[src/rtl/klp_pipe_pkg.sv]
// Shared types for the KLP32 pipeline interlock logic.
// Holds the FSM state enum, register index width and a source-match helper.
package klp_pipe_pkg;

  localparam int REG_IDX_W = 5;
  localparam logic [REG_IDX_W-1:0] REG_ZERO = 5'd0;

  typedef enum logic {
    RUN      = 1'b0,
    MEM_WAIT = 1'b1
  } pipe_state_t;

  function automatic logic src_hit(
    input logic                 en,
    input logic [REG_IDX_W-1:0] rs,
    input logic [REG_IDX_W-1:0] rd
  );
    return en && (rs == rd);
  endfunction

endpackage

[src/rtl/hazard_unit_sat_counter.sv]
// Saturating up-counter with synchronous clear; clear beats increment.
// Ports: clk, rst_n (sync, active low), inc, clr, count[W-1:0].
module sat_counter #(
  parameter int W = 32
) (
  input  logic         clk,
  input  logic         rst_n,
  input  logic         inc,
  input  logic         clr,
  output logic [W-1:0] count
);

  logic [W-1:0] count_q;
  logic [W-1:0] count_d;

  always_comb begin
    count_d = count_q;
    if (clr) begin
      count_d = '0;
    end else if (inc && (count_q != '1)) begin
      count_d = count_q + W'(1);
    end
  end

  always_ff @(posedge clk) begin
    if (!rst_n) begin
      count_q <= '0;
    end else begin
      count_q <= count_d;
    end
  end

  assign count = count_q;

endmodule

[src/rtl/hazard_unit.sv]
// KLP32 interlock: load-use, memory-wait and redirect hold/bubble/flush.
// In: ID/IX/IM hazard info, dmem_ready, perf_clr. Out: strobes, err, counters.
module hazard_unit
  import klp_pipe_pkg::*;
#(
  parameter int MEM_TIMEOUT = 255,
  parameter int CNT_W       = 32
) (
  input  logic                 clk,
  input  logic                 rst_n,
  input  logic                 id_valid,
  input  logic [REG_IDX_W-1:0] id_rs1,
  input  logic [REG_IDX_W-1:0] id_rs2,
  input  logic                 id_uses_rs1,
  input  logic                 id_uses_rs2,
  input  logic                 ix_valid,
  input  logic [REG_IDX_W-1:0] ix_rd,
  input  logic                 ix_is_load,
  input  logic                 ix_branch_taken,
  input  logic                 im_mem_req,
  input  logic                 dmem_ready,
  input  logic                 perf_clr,
  output logic                 pc_hold,
  output logic                 if_id_hold,
  output logic                 id_ix_hold,
  output logic                 ix_im_hold,
  output logic                 id_ix_bubble,
  output logic                 im_iw_bubble,
  output logic                 if_id_flush,
  output logic                 id_ix_flush,
  output logic                 mem_timeout_err,
  output logic [CNT_W-1:0]     stall_cnt,
  output logic [CNT_W-1:0]     flush_cnt
);

  localparam int WAIT_W = $clog2(MEM_TIMEOUT + 1);
  localparam logic [WAIT_W-1:0] WAIT_MAX =
    WAIT_W'(MEM_TIMEOUT);

  logic mem_stall;
  logic load_use;
  logic redirect;

  pipe_state_t       state;
  pipe_state_t       state_d;
  logic [WAIT_W-1:0] wait_q;
  logic [WAIT_W-1:0] wait_d;
  logic              err_q;
  logic              err_d;

  assign mem_stall = im_mem_req & ~dmem_ready;
  assign redirect  = ix_valid & ix_branch_taken;
  assign load_use  = id_valid & ix_valid & ix_is_load
                   & (ix_rd != REG_ZERO)
                   & (src_hit(id_uses_rs1, id_rs1, ix_rd)
                   |  src_hit(id_uses_rs2, id_rs2, ix_rd));

  // Conditions overlap, so first match wins.
  always_comb begin
    pc_hold      = 1'b0;
    if_id_hold   = 1'b0;
    id_ix_hold   = 1'b0;
    ix_im_hold   = 1'b0;
    id_ix_bubble = 1'b0;
    im_iw_bubble = 1'b0;
    if_id_flush  = 1'b0;
    id_ix_flush  = 1'b0;
    if (rst_n) begin
      priority case (1'b1)
        mem_stall: begin
          pc_hold      = 1'b1;
          if_id_hold   = 1'b1;
          id_ix_hold   = 1'b1;
          ix_im_hold   = 1'b1;
          im_iw_bubble = 1'b1;
        end
        redirect: begin
          if_id_flush = 1'b1;
          id_ix_flush = 1'b1;
        end
        load_use: begin
          pc_hold      = 1'b1;
          if_id_hold   = 1'b1;
          id_ix_bubble = 1'b1;
        end
        default: ;
      endcase
    end
  end

  always_comb begin
    state_d = state;
    wait_d  = wait_q;
    unique case (state)
      RUN: begin
        if (mem_stall) begin
          state_d = MEM_WAIT;
          wait_d  = WAIT_W'(1);
        end
      end
      MEM_WAIT: begin
        if (mem_stall) begin
          if (wait_q != WAIT_MAX) begin
            wait_d = wait_q + WAIT_W'(1);
          end
        end else begin
          state_d = RUN;
          wait_d  = '0;
        end
      end
      default: begin
        state_d = RUN;
        wait_d  = '0;
      end
    endcase
  end

  // Flag rises on the edge where the count reaches the limit.
  always_comb begin
    err_d = err_q | (wait_d == WAIT_MAX);
    if (perf_clr) begin
      err_d = 1'b0;
    end
  end

  always_ff @(posedge clk) begin
    if (!rst_n) begin
      state  <= RUN;
      wait_q <= '0;
      err_q  <= 1'b0;
    end else begin
      state  <= state_d;
      wait_q <= wait_d;
      err_q  <= err_d;
    end
  end

  assign mem_timeout_err = err_q;

  sat_counter #(.W(CNT_W)) u_stall_cnt (
    .clk   (clk),
    .rst_n (rst_n),
    .inc   (pc_hold),
    .clr   (perf_clr),
    .count (stall_cnt)
  );

  sat_counter #(.W(CNT_W)) u_flush_cnt (
    .clk   (clk),
    .rst_n (rst_n),
    .inc   (if_id_flush),
    .clr   (perf_clr),
    .count (flush_cnt)
  );

endmodule

[config.mk]
export PLATFORM = sky130hd
export DESIGN_NAME = hazard_unit
export DESIGN_NICKNAME = d
export VERILOG_FILES = /design/src/rtl/klp_pipe_pkg.sv /design/src/rtl/hazard_unit_sat_counter.sv /design/src/rtl/hazard_unit.sv
export SDC_FILE = /design/constraint.sdc
export NUM_CORES = 1
export LEC_CHECK = 0
export CAP_MARGIN = 20
export CORE_MARGIN = 4
export CORE_UTILIZATION = 26
export DETAILED_ROUTE_END_ITERATION = 6
export PLACE_DENSITY = 0.56
export SLEW_MARGIN = 15
export SYNTH_ARGS = -nofsm -noshare
export SYNTH_HDL_FRONTEND = slang
export SYNTH_SLANG_ARGS = --single-unit
[constraint.sdc]
create_clock -name clk -period 2.2 [get_ports clk]
set_input_delay 0.22 -clock clk [delete_from_list [all_inputs] [get_ports clk]]
set_output_delay 0.22 -clock clk [all_outputs]
set_load 0.005 [all_outputs]
* Word level (Yosys, flattened, before mapping)
Index checks and enable logic that the tools add are counted.
Cells by class: add/sub/neg operators 3, equal/unequal tests 6, muxes and demuxes 15, bitwise operators 11, reductions and logical operators 6
Operator list (number):
- 32-bit by 1-bit adder with 32-bit output (second input constant) | 2
- 32-bit != test (second input constant) | 2
- 8-bit two-way mux | 3
- 8-bit one-hot mux with 2 select lines | 1
- 1-bit two-way mux | 11
- 5-bit equality test | 2
- 8-bit by 1-bit adder with 8-bit output (second input constant) | 1
- 8-bit equality test (second input constant) | 1
- 8-bit != test (second input constant) | 1
- 1-bit AND | 6
- 5-bit nonzero test | 1
- 1-bit logical AND | 4
- 1-bit inverter | 3
- 1-bit OR | 2
- 2-bit OR reduction | 1
Storage, ports and cells: flip-flop bits (word level) 74, bits of input ports 26, output and inout bits 73, logic and storage cells 46

* Logic depth before layout (Yosys ltp)
Gate-level depths: netlist (run 1).
depth in word-level cells 9, depth in mapped cells 10, mapped depth without buffers 7

* By module
Synthesis (run 1) repeated with hierarchy kept, for this count alone.
Unflattened totals: cell total of the unflattened synthesis 515, area total of the unflattened synthesis 4215.3 um2
Modules (own cells, without submodules):
- sat_counter | times used 2, cells each 203, area an instance 1667.8 um2, sequential area each 640.6 um2
- hazard_unit | times used 1, cells each 109, area an instance 879.6 um2, sequential area each 200.2 um2

* Least setup slack after synthesis (run 1)
Ideal clock, no wire load.
path type register to register, start register u_flush_cnt.count_q[16], in the netlist u_flush_cnt.count[16], end register u_flush_cnt.count_q[2], in the netlist u_flush_cnt.count[2], library setup time 0.128 ns, data arrival time 2.067 ns, data required time 2.072 ns, slack 0.005 ns, stages on the path, launching flop included 9, path buffers 2, period minus slack after synthesis 2.195 ns, path through dfxtp_1 > nand4_2 > or4_1 > or4_1 > buf_2 > buf_6 > nand3_1 > xor2_1 > nor2_1
On the way: word-level cells in the longest chain between the ends 2
Ends and longest elaborated chain:
- from (decl) | RTL line hazard_unit_sat_counter.sv:13 | logic [W-1:0] count_q;
- from (signal assigned) | RTL line hazard_unit_sat_counter.sv:29 | count_q <= count_d;
- 32-bit != test | RTL line hazard_unit_sat_counter.sv:20 | end else if (inc && (count_q != '1)) begin
- 1-bit logical AND | RTL line hazard_unit_sat_counter.sv:20
No other way between the ends. A chain may end at the register's enable or synchronous reset.

* Final worst setup path (run 1)
start input ix_rd[3], end output pc_hold
On the way: word-level cells in the longest chain between the ends 8, elaborated cells between the ends (all ways) 12, classes of those cells eq/ne: 2; mux: 4; bitwise: 3; reduce/logical: 3
Ends and longest elaborated chain:
- from (decl) | RTL line hazard_unit.sv:17 | input logic [REG_IDX_W-1:0] ix_rd,
- 5-bit equality test | RTL line klp_pipe_pkg.sv:18 | return en && (rs == rd);
- 1-bit logical AND | RTL line klp_pipe_pkg.sv:18
- 1-bit OR | RTL line hazard_unit.sv:56 | | src_hit(id_uses_rs2, id_rs2, ix_rd));
- 1-bit AND * | RTL line hazard_unit.sv:55 | & (src_hit(id_uses_rs1, id_rs1, ix_rd)
- 1-bit two-way mux * (3 in a row) | RTL line hazard_unit.sv:69 | priority case (1'b1)
- 1-bit two-way mux * | RTL line hazard_unit.sv:68 | if (rst_n) begin
- to (decl) | RTL line hazard_unit.sv:23 | output logic pc_hold,
Every way passes the cells marked *; elsewhere a longest branch is shown, timed or not.

==> results of run 1 <==
-- layout make-up --
type                            count  share of cell area [%]
Clock inverter                      4                  0.4051
Inverter                           10                  0.6077
Clock buffer                       12                   4.314
Timing Repair Buffer              180                   26.96
Sequential cell                    74                   24.02
Tap cell                          184                   3.727
Multi-Input combinational cell    370                   39.96
-- what timing repair did --
action                     4_1_cts  5_1_grt
setup buffers                    1        1
pin swaps                        3       23
gates resized for setup          6       41
hold buffers                     0        0
cloned                           0        2
setup endpoints to repair        3       45
-- sequential cells by signal, indices dropped and copies added, names as in the netlist --
name               flops
mem_timeout_err        1
state                  1
wait_q                 8
u_stall_cnt.count     32
u_flush_cnt.count     32
-- worst max-delay path by stage --
stage	startpoint	to	slack [ns]	cells after the start
after global routing	ix_rd[3]	u_stall_cnt.count[6]	-0.07	11
after CTS	ix_rd[3]	if_id_hold	-0.08	8
after global placement	ix_rd[1]	u_stall_cnt.count[4]	-0.25	10
final	ix_rd[3]	pc_hold	0.0004	8
after floorplan	u_flush_cnt.count[16]	u_flush_cnt.count[2]	0.005	8
after detailed placement	ix_rd[2]	u_stall_cnt.count[7]	-0.33	10
-- layout by cell type, fill, tap and decap left out, types with 14 or more instances in the layout --
cell type and count:
clkdlybuf4s50_1 95, and3_1 14, o31ai_1 22, or4_1 14, nand2_1 28, nor2_1 51, xor2_1 27, nand3_1 37
nand4_1 27, dfxtp_1 72, a21oi_1 18, buf_4 73
-- power by group --
part | total [uW] | internal (uW) | switching, uW
Sequential | 1350 | 1340 | 5.24
Combinational | 207 | 112 | 95.0
Clock | 1430 | 852 | 583
Total | 2990 | 2310 | 683
-- routing by layer --
layer / share of wire, % / vias up / global-route usage [%]
met3: 6.4 / 10 / 4.847
met1: 46 / 1957 / 17.44
met5: 0 / - / 0
met4: 0.95 / 0 / 4.492
li1: - / 2096 / -
met2: 47 / 113 / 23.18
-- Yosys cell counts, types with 4 or more instances --
| cell | count |
|---|---|
| nand3_1 | 37 |
| o21ai_0 | 7 |
| and3_1 | 14 |
| xor2_1 | 27 |
| o31ai_1 | 23 |
| nor2_1 | 51 |
| nor4_1 | 9 |
| nand2b_1 | 9 |
| xnor2_1 | 15 |
| a21oi_1 | 28 |
| dfxtp_1 | 74 |
| or4_1 | 26 |
| nor2b_1 | 7 |
| inv_1 | 9 |
| nand4_1 | 27 |
| buf_4 | 7 |
| buf_2 | 4 |
| and2_1 | 8 |
| mux2i_1 | 6 |
| nor3_1 | 6 |
| nand2_1 | 29 |
| clkbuf_1 | 16 |
-- worst max-delay path, cell delays in order --
cell,delay [ns]
clkdlybuf4s50_1,0.41
or4_1,0.52
nor2_1,0.11
nor3_1,0.07
buf_4,0.14
a21oi_4,0.17
inv_2,0.06
dlygate4sd2_1,0.26
-- stage by stage --
step                      cells  hold WS [ns]  util [%]  TNS [ns]
after floorplan             482        0.4210         -         0
after global placement      814        0.4672     38.45    -7.714
after detailed placement    814        0.4725     38.45    -9.658
after CTS                   831        0.4865     40.54   -0.2404
after global routing        834        0.5204     41.87    -1.298
final                       834        0.4780     41.87         0
-- logic make-up after synthesis --
family,share of synthesized area (%)
compound gates,13.13
xor+xnor,9.237
fa+ha+maj,0.9426
buf+inv,4.555
flops,37.20
mux,1.508
simple gates,33.43
==> results.txt, run 1 <==
- The run finished with clean final reports.
- Entering global routing, the biggest net connects 34 pins.
- Data arrival time at the worst-slack endpoint: 1.98 ns
- The final critical path takes up between 90% and 100% of the cycle.
- The count of buffers added on input and output ports is 98.
- Endpoint of the worst-slack reg-to-reg timing path: u_flush_cnt.count[12]
- Reg2Reg Setup Slack: 0.06 ns
* Number of iterations in the first detailed-routing pass: 4
- Gr ovfl total: 0
- Setup slack on the critical path of the routed design comes to 0.0003983 ns.
- Setup violations remaining at the end of the flow were counted as 0.
- Residual DRC count: 0
- Count of maximum capacitance violations: 0
* Growth of design area from synthesis to finish: 55.11%
- Worst voltage drop across the vdd grid: 0.3657 mV
* Count of pins over their slew limit: 0
- After detailed routing, the number of vias per cell comes to 5.007.
- Setup repair after global routing could not meet its margin everywhere.
- Total number of vias: 4176
- In this run the tightest slew margin relative to its limit is a little over two thirds.
- Start point of the worst min-delay path: mem_timeout_err
- After floorplanning, the core was sized to cover 14750 um2.
- Number of synthesized flops with an enable pin: 0
* Maximum fanout count along the critical path: 3
* Overall Power: between 2000 and 3000 uW
* Final GP Congestion: 0.8161
- Row cnt: 44
* Fin Clk Skew: about 0.0039 ns
- In the post-synthesis netlist, the biggest area contributors are dfxtp_1 (37%), xor2_1 (5.9%), or4_1 (4.9%), nor2_1 (4.8%), nand3_1 (4.6%).
- In this run the count of I/O pins placed on the die edge is 99.
- Kind of path behind the tightest hold check: flip-flop to flip-flop
- The post-route netlist has a little over a fifth of its cells at a drive strength greater than 1.
* Flip-flop cell with the highest count after synthesis: dfxtp_1
* Standard cell area after detailed placement: 5673 um2
* Leakage dissipation: around 0.0021 uW
- Counting cells, the worst reg-to-reg path comes to 7.
- Fill cells in the final layout number 1497.
* Top cell type by total area after synthesis: dfxtp_1
- The multi-input combinational cells in the finished layout cover a total of 2469 um2.
- CTS tree: built
- Hold Vio Cnt, Final: 0
- By startpoint and endpoint, the worst setup path is classified as input port to output port.
- Endpoint, Worst Hold: mem_timeout_err
- Worst hold path depth: 1
- The floorplan step defined a die boundary enclosing 17360 um2.
- Routed wire length: 12590 um
- The cell sitting at the root of the clock tree is a clkbuf_16.
- The H-tree generated during clock tree synthesis spans 3 levels.
* Element type at the critical path end: output port
- In the synthesized netlist, the number of instances is 482.
- For the finished layout, the period the worst path requires is 2.200 ns.
- Final design instance area without fill: 6177 um2
- After clock tree synthesis, the clock-pin slew on the worst setup and hold paths is approximately 0.06 ns.
- The startpoint identified for the worst register-to-register timing path is u_flush_cnt.count[18].
* Sequential-to-total area share from yosys stat: 37.20%
- Based on the critical path, the design can be clocked at up to 454.6 MHz.
* FF+latch area: 1484 um2
- For this run, asynchronously set or reset flops after synthesis account for 0%.
* Via count of the first global-routing pass: 4188
- Summed over all nets, the half-perimeter wirelength after detailed placement is 9259 um.
* Post-detailed-route wirelength per cell: 15.09 um
- Counting every sink on the clock net gives 74.
- Power density over cell area: approximately 480 nW/um2
- Prior to clock tree synthesis, the placed netlist has a worst setup slack of -0.3345 ns.
* Antenna violations before repair: 0
- Number of warning messages in the yosys log: 0
- The synthesized design contains 74 register bits.
- Initial Util: 26.99%
* Global-route total usage across every layer: 14.11%
* Count of unique library cells instantiated by Yosys: 52
- Post-Synthesis Cell Area: ~4000 um2
- Net count after synthesis: ~510
- Worst-case clock buffer depth: 2
- Startpoint type of the worst setup path: input port
* DR iter-0 viols: 231
* Number of nets with antenna violations after detailed routing: 0
- Share of Yosys cell area claimed by the top area cell type: 37.20%
- The first global-routing pass estimated 20470 um of wire.
- The later pin in the worst-skew pair is clocked with a latency of between 0.3 and 0.4 ns.
- In this run the mean area of a mapped cell was 8.263 um2.
- For the pin with the worst max-slew slack, the measured transition is between 0.4 and 0.5 ns.
- Overall die height: 131.8 um
- After the last flow step, the layout net total stands at slightly below 700.
- 0 antenna diodes ended up in the layout.
- Critical path data required time: between 1.5 and 2 ns
- The die is 131.8 um wide.
- Buffers inserted during clock tree synthesis total 9.
Note: power is estimated with default switching activity, not from simulation.
==> inputs of run 2 (changes only) <==
SYNTH_HIERARCHICAL = 1   (was not set)
==> results.txt, run 2 <==
* Critical Setup Path Class: flip-flop to flip-flop
* Data arrival time at the worst-slack endpoint: 2.34 ns (+0.36 ns)
* Leakage dissipation: 0.002194 uW (+3.3%)
- The cell depth of the worst hold path is 2 (+1).
* Gr ovfl total: 0 (unchanged)
- The area of the mapped netlist is 4215 um2 (+5.8%).
* Final worst slack: 0.07742 ns (+0.07702 ns)
- Die Span X: 135.3 um (+2.7%)
- Vias per cell: 5.127 (+2.4%)
- The all-layer global routing usage is 15.01% (+0.89 points).
- The count of pins on the block boundary was 99 (unchanged).
- The critical path goes through nand3_2 -> or4_4 -> o31ai_4 -> buf_2 -> or3_1 -> a21oi_1.
- By count the netlist is led by dfxtp_1 (74), a21oi_1 (46), nor2_1 (42).
- The internal power component was 2294 uW (-0.56%).
- The power density over cell area was 467.4 nW/um2 (-3.5%).
- Routed wire length: 13830 um (+9.9%)
- Number of sinks driven by the clock tree: 74 (unchanged)
- Share of post-route cells with drive strength above 1: 19.47% (-2.5 points)
* Row cnt: 46 (+4.5%)
- The library cells used most frequently in the layout, excluding fill and tap cells, are clkdlybuf4s50_1 (84), dfxtp_1 (74), buf_4 (73), nor2_1 (41), a21oi_1 (41).
- The total clock buffers created by CTS was 9 (unchanged).
* Most common library cell in the layout ignoring fill and taps: clkdlybuf4s50_1
* Antenna violations before repair: 0 (unchanged)
* Number of warning messages in the yosys log: 6 (+6)
* Clock Latency Late Sink: 0.34 ns (about the same)
- The combinational share of power is 6.6% (-0.3 points).
* Count of final setup violators: 0 (unchanged)
* Kind of path behind the tightest hold check: flip-flop to flip-flop
- The area of the die came to 18310 um2 (+5.5%).
- Number of synthesized register bits: 74 (unchanged)
- Startpoint type of the worst setup path: flip-flop
* Switch Pwr: 665.2 uW (-2.6%)
- The post-route non-filler standard cell count was 899 (+7.8%).
- The startpoint identified for the worst hold timing path is mem_timeout_err.
- The async set-reset flop share out of synthesis was 0% (unchanged).
* Buffers added on ports: 98 (unchanged)
- The die outline height was 135.3 um (+2.7%).
- The flow ran to the end, and the final reports show no timing, DRC or antenna violations.
- The hold buffer count at cts is 0 (unchanged).
- The portion of total power attributed to the clock network was 47.8% (-0.2 points).
- The gate count after technology mapping came to 515 (+6.8%).
- The post-route worst hold slack came to 0.5030 ns (+0.02499 ns).
* Place WS: -0.5049 ns (-0.1704 ns)
- The mean area per synthesized cell came to 8.185 um2 (-0.94%).
- In the post-synthesis netlist, the biggest area contributors are dfxtp_1 (35%), a21oi_1 (5.5%), or3_1 (4.6%), nand4_1 (4.5%), xnor2_1 (4.4%).
- The post-detailed-route wirelength per cell came to 15.39 um (+1.9%).
- The sequential fraction of design power came to 45.6% (+0.5 points).
- Number of nets with antenna violations after detailed routing: 0 (unchanged)
- Reg2Reg Setup Slack: 0.08 ns (+0.02 ns)
- Worst Path Buf+Inv: 1 (-3)
- Tightest slew margin relative to the limit: 58.51% (-11 points)
* Clock root buffer: clkbuf_16
- Number of synthesized flops with an enable pin: 0 (unchanged)
- dfxtp_1 takes more of the synthesized area than any other cell.
- The wire length of the first global-routing pass is 22320 um (+9.1%).
* Number of iterations in the first detailed-routing pass: 4 (unchanged)
* Endpoint, Worst Hold: mem_timeout_err
- Count of maximum capacitance violations: 0 (unchanged)
- Sequential-to-total area share from yosys stat: 35.14% (-2.1 points)
- The number of global-route vias before repair is 4518 (+7.9%).
* Endpoint of the worst-slack reg-to-reg timing path: u_stall_cnt/count[7]
- The switching share of total power was 22.48% (-0.37 points).
* Top-count cell post-synth: dfxtp_1
- The placeable core region was 15890 um2 (+7.7%).
- The depth of the worst register-to-register path was 6 (-1).
- Ant. Diodes: 0 (unchanged)
* Fmax: 471.1 MHz (+3.6%)
- The maximum number of pins on one net before global-route repair is 22 (-35%).
* Worst-case clock buffer depth: 2 (unchanged)
- Top cell family by delay on the critical path: simple AND/OR/NAND/NOR gates
- The initial core utilization was 26.54% (-0.46 points).
* Count of unique library cells instantiated by Yosys: 62 (+19%)
* Critical path data required time: 2.42 ns (+0.44 ns)
- Critical path's largest stage delay: 0.60 ns (+0.08 ns)
- Count of pins over their slew limit: 0 (unchanged)
- Element type at the critical path end: flip-flop
- The H-tree depth came to 3 (unchanged).
- Compared with the post-synthesis result, the final layout area differs by 50.22%.
- DR iter-0 viols: 228 (-1.3%)
- Startpoint of the most critical register-to-register path: u_stall_cnt/count[12]
- The synthesized net count was 544 (+6.5%).
- Fin Clk Skew: 0.003964 ns (+0.0001025 ns)
- The detailed placement HPWL was 10420 um (+13%).
* Residual DRC count: 0 (unchanged)
- Flip-flop cell with the highest count after synthesis: dfxtp_1
* Slowest cell on crit path: or4_4
- The largest fanout on the critical path was 6 (+3).
- The fraction of synthesized cell area taken by the top area cell type is 35.14% (-2.1 points).
- Transition time at the pin with the least slew margin: 0.6223 ns (+0.1666 ns)
- The peak supply drop is 0.3527 mV (-3.5%).
- The clock period minus worst slack came to 2.123 ns (-0.07702 ns).
* Clock slew seen by the registers of the worst setup and hold paths: 0.06 ns (about the same)
- The total via count after detailed routing came to 4609 (+10%).
- Final-stage net count: 707 (+4.9%)
* CTS tree: built
- The share of the cycle needed by the critical path after routing came to 96.48% (-3.5 points).
* Number of placed cells counting well taps: 877 (+7.7%)
- The final RePlAce weighted congestion came to 0.8689 (+6.5%).
* Hold Vio Cnt, Final: 0 (unchanged)
[run 2: layout make-up]
| cell class | instances | area (um2) |
|---|---|---|
| Inverter | 6 | 22.52 |
| Clock inverter | 2 | 10.01 |
| Fill cell | 1670 | 9553 |
| Tap cell | 216 | 270.3 |
| Sequential cell | 74 | 1481 |
| Timing Repair Buffer | 177 | 1592 |
| Multi-Input combinational cell | 410 | 2683 |
| Clock buffer | 14 | 274.0 |
[run 2: stage by stage]
stage | instance area (um2) | utilization [%] | TNS (ns) | total power, uW
finish | 6332 | 39.86 | 0 | 2960
global route | 6332 | 39.86 | -0.006466 | 3062
CTS | 6195 | 39.00 | 0 | 2998
detailed placement | 5883 | 37.04 | -13.12 | 1567
global placement | 5883 | 37.04 | -10.60 | 1562
floorplan | 4235 | - | -0.008796 | 1458
[run 2: kinds of logic (layout without fill, tap and decap cells)]
family,count (synthesis),in the layout,synth area share [%]
AOI/OAI and AO/OA,128,128,19.23
xor gates and xnor gates,29,29,6.026
adders and majority gates,3,3,0.8906
buffers and inverters,31,199,4.037
DFF,74,74,35.14
muxes,3,3,0.7124
and+or+nand+nor,247,247,33.96
[run 2: power by group through the flow]
stage | clock (uW) | combinational (uW) | sequential, uW
after global routing | 1500 | 211 | 1350
after CTS | 1460 | 188 | 1350
after global placement | 0 | 184 | 1380
after floorplan | 0 | 81.6 | 1380
final | 1420 | 195 | 1350
after detailed placement | 0 | 188 | 1380
[run 2: worst max path at each step]
stage	from	end	slack [ns]	cells after the start
floorplan	ix_rd[1]	u_stall_cnt/count[18]	-0.009	10
global placement	ix_rd[2]	u_stall_cnt/count[14]	-0.46	12
detailed placement	ix_rd[2]	u_stall_cnt/count[14]	-0.50	12
CTS	id_rs2[3]	u_stall_cnt/count[18]	0.002	12
global route	ix_rd[1]	u_stall_cnt/count[31]	-0.003	12
finish	u_stall_cnt/count[12]	u_stall_cnt/count[7]	0.08	6
[run 2: routing by layer]
metal	GRT usage, %	share of wire [%]	vias up
met5	0	0	-
met4	4.759	1.9	0
met3	3.938	5.3	25
met2	26.47	50	123
met1	17.76	43	2207
li1	-	-	2254
[run 2: tightest hold or removal path: cells and delay by family, from the launching register on]
kind / cells / cell delay (ns)
simple gates: 1 / 0.09
flops: 1 / 0.31
compound gates: 1 / 0.06
[run 2: what timing repair did]
action	4_1_cts	5_1_grt
buffers inserted	2	5
setup endpoints to repair	23	32
gates resized for setup	14	24
pin swaps	5	15
==> inputs of run 3 (changes only) <==
CORE_ASPECT_RATIO = 0.8   (was not set)
==> results.txt, run 3 (synthesis gave the netlist of run 2 again) <==
* Count of maximum capacitance violations: 0 (unchanged)
- TritonCTS built the clock tree.
* Antenna violations before repair: 0 (unchanged)
* Total number of vias: 4590 (-0.41%)
- Ratio of final minimum period to clock period: 95.99% (-0.49 points)
* Most common library cell in the layout ignoring fill and taps: clkdlybuf4s50_1
- Fin crit period: 2.112 ns (-0.01083 ns)
* Die Span X: 150.4 um (+11%)
- The total number of clock tree sinks is 74 (unchanged).
- The antenna diode count was 0 (unchanged).
* Via count of the first global-routing pass: 4483 (-0.77%)
- The count of endpoints failing setup in the final report is 0 (unchanged).
- Area of the placeable core: 15850 um2 (-0.21%)
- Critical path data required time: 1.98 ns (-0.44 ns)
- Vias per cell: 5.111 (-0.30%)
- Maximum fanout count along the critical path: 3 (-3)
* Startpoint type of the worst setup path: input port
* Leakage dissipation: 0.002200 uW (+0.23%)
- Transition time at the pin with the least slew margin: 0.7232 ns (+0.1008 ns)
- Highest-count cells in the layout ignoring fill and taps: clkdlybuf4s50_1 (84), dfxtp_1 (71), buf_4 (70), a21oi_1 (44), nor2_1 (41)
- The count of input and output buffers came to 98 (unchanged).
* Number of nets with antenna violations after detailed routing: 0 (unchanged)
* Worst hold path depth: 2 (unchanged)
* Growth of design area from synthesis to finish: 50.73%
- Wire length of the first global-routing pass: 22200 um (-0.56%)
* Power density over cell area: 470.7 nW/um2 (+0.71%)
* Routed wire length: 13570 um (-1.9%)
- Residual DRC count: 0 (unchanged)
- Row cnt: 41 (-11%)
- The initial core utilization came to 26.59% (+0.057 points).
- H-tree depth reported by CTS: 3 (unchanged)
- Worst-case clock buffer depth: 2 (unchanged)
* Clock root buffer: clkbuf_16
- Count of pins over their slew limit: 0 (unchanged)
- The maximum number of pins on one net before global-route repair was 31 (+41%).
* Final design instance area without fill: 6354 um2 (+0.34%)
- Overall Power: 2991 uW (+1.0%)
- Hold Vio Cnt, Final: 0 (unchanged)
- HPWL after detailed placement: 10280 um (-1.3%)
* Fin Clk Skew: 0.006023 ns (+0.002059 ns)
* Worst hold-check slack: 0.4931 ns (-0.009918 ns)
- The area used by sequential logic in the layout is 1488 um2 (+0.42%).
- The all-layer global routing usage was 14.89% (-0.11 points).
* Fill cell count: 1566 (-6.2%)
- The worst setup path is of the input port to output port kind.
- The worst setup path is captured at an output port.
- Area of the multi-input gates: 2655 um2 (-1.0%)
* Post-detailed-route wirelength per cell: 15.12 um (-1.8%)
* Gr ovfl total: 0 (unchanged)
- The count of pins on the block boundary was 99 (unchanged).
- The data arrival time at the worst-slack endpoint was 1.89 ns (-0.45 ns).
- Worst voltage drop across the vdd grid: 0.3592 mV (+1.9%)
- Final GP Congestion: 0.8506 (-2.1%)
- The clock transition time at the flip-flop clock pins of the worst setup and hold paths is 0.06 ns (about the same).
* Tightest slew margin relative to the limit: 51.39% (-7.1 points)
- The net total in the final layout was 707 (unchanged).
- The flow ran to the end, and the final reports show no timing, DRC or antenna violations.
* Overall die height: 121.9 um (-9.9%)
- The total clock buffers created by CTS was 9 (unchanged).
* Share of post-route cells with drive strength above 1: 19.33% (-0.15 points)
- Unrepaired setup endpoints after global routing: false
* Number of iterations in the first detailed-routing pass: 5 (+1)
- Fmax: 473.5 MHz (+0.51%)
- Clock Latency Late Sink: 0.34 ns (about the same)
- In this run the worst hold path is classified as flip-flop to flip-flop.
- Standard cell area after detailed placement: 5912 um2 (+0.49%)
* Worst Reg2Reg Path Length in Cells: 7 (+1)
- DR iter-0 viols: 299 (+31%)
- DIE AREA: 18330 um2 (about the same)
[run 3: cell types whose count changed in the layout (fill, tap and decap cells not counted), moves of 2 or more]
| cell | delta |
|---|---|
| a21oi_1 | +3 |
| a21oi_2 | -3 |
| buf_12 | +3 |
| buf_4 | -3 |
| clkbuf_8 | -3 |
| dfxtp_1 | -3 |
| a2111oi_0 | -2 |
| a2111oi_1 | +2 |
| clkbuf_1 | +2 |
| dfxtp_2 | +2 |
| nor4_2 | +2 |
[run 3: path summary, 6_finish.rpt]
path | slack, ns | from | end
max | 0.09 | ix_rd[3] | pc_hold
min | 0.49 | u_flush_cnt/count[30] | u_flush_cnt/count[30]
max reg2reg | 0.11 | u_stall_cnt/count[11] | u_stall_cnt/count[1]
min reg2reg | 0.49 | u_flush_cnt/count[30] | u_flush_cnt/count[30]
[run 3: worst max-delay path, cell delays in order]
cell	delay (ns)
dlygate4sd2_1	0.27
or4_1	0.53
o21ai_1	0.13
a21o_1	0.16
o21ai_4	0.08
buf_6	0.12
buf_4	0.13
dlygate4sd2_1	0.26
[run 3: layout make-up]
| type | instances | area share [%] |
|---|---|---|
| clock inverter | 3 | 0.6302 |
| timing repair buffer | 177 | 25.80 |
| clock buffer | 13 | 3.781 |
| multi-input combinational | 410 | 41.79 |
| sequential | 74 | 23.41 |
| tap | 215 | 4.234 |
| inverter | 6 | 0.3545 |
[run 3: power by group]
part | switching (uW) | internal, uW | total [uW]
logic | 96.5 | 105 | 201
registers | 5.24 | 1340 | 1350
clock network | 566 | 876 | 1440
[run 3: metrics by stage]
stage	std cells	setup WS, ns	setup TNS, ns	util, %
after global routing	898	0.003167	0	40.08
after floorplan	515	-0.008796	-0.008796	-
after global placement	875	-0.4473	-11.15	37.30
after detailed placement	875	-0.5456	-14.52	37.30
final	898	0.08825	0	40.08
after CTS	894	0.002589	0	39.44
[run 3: routing by layer]
| layer | vias to the layer above | routed length, um | GRT usage [%] |
|---|---|---|---|
| met5 | - | 0 | 0 |
| met3 | 20 | 791 | 3.979 |
| met2 | 150 | 6322 | 23.72 |
| met1 | 2152 | 6265 | 19.93 |
| li1 | 2268 | - | - |
| met4 | 0 | 195 | 4.114 |
[run 3: what timing repair did]
item	4_1_cts	5_1_grt
setup endpoints to repair	32	29
gates cloned	0	0
gates resized for setup	16	23
hold buffers	0	0
setup buffers	3	4
pin swaps	7	13
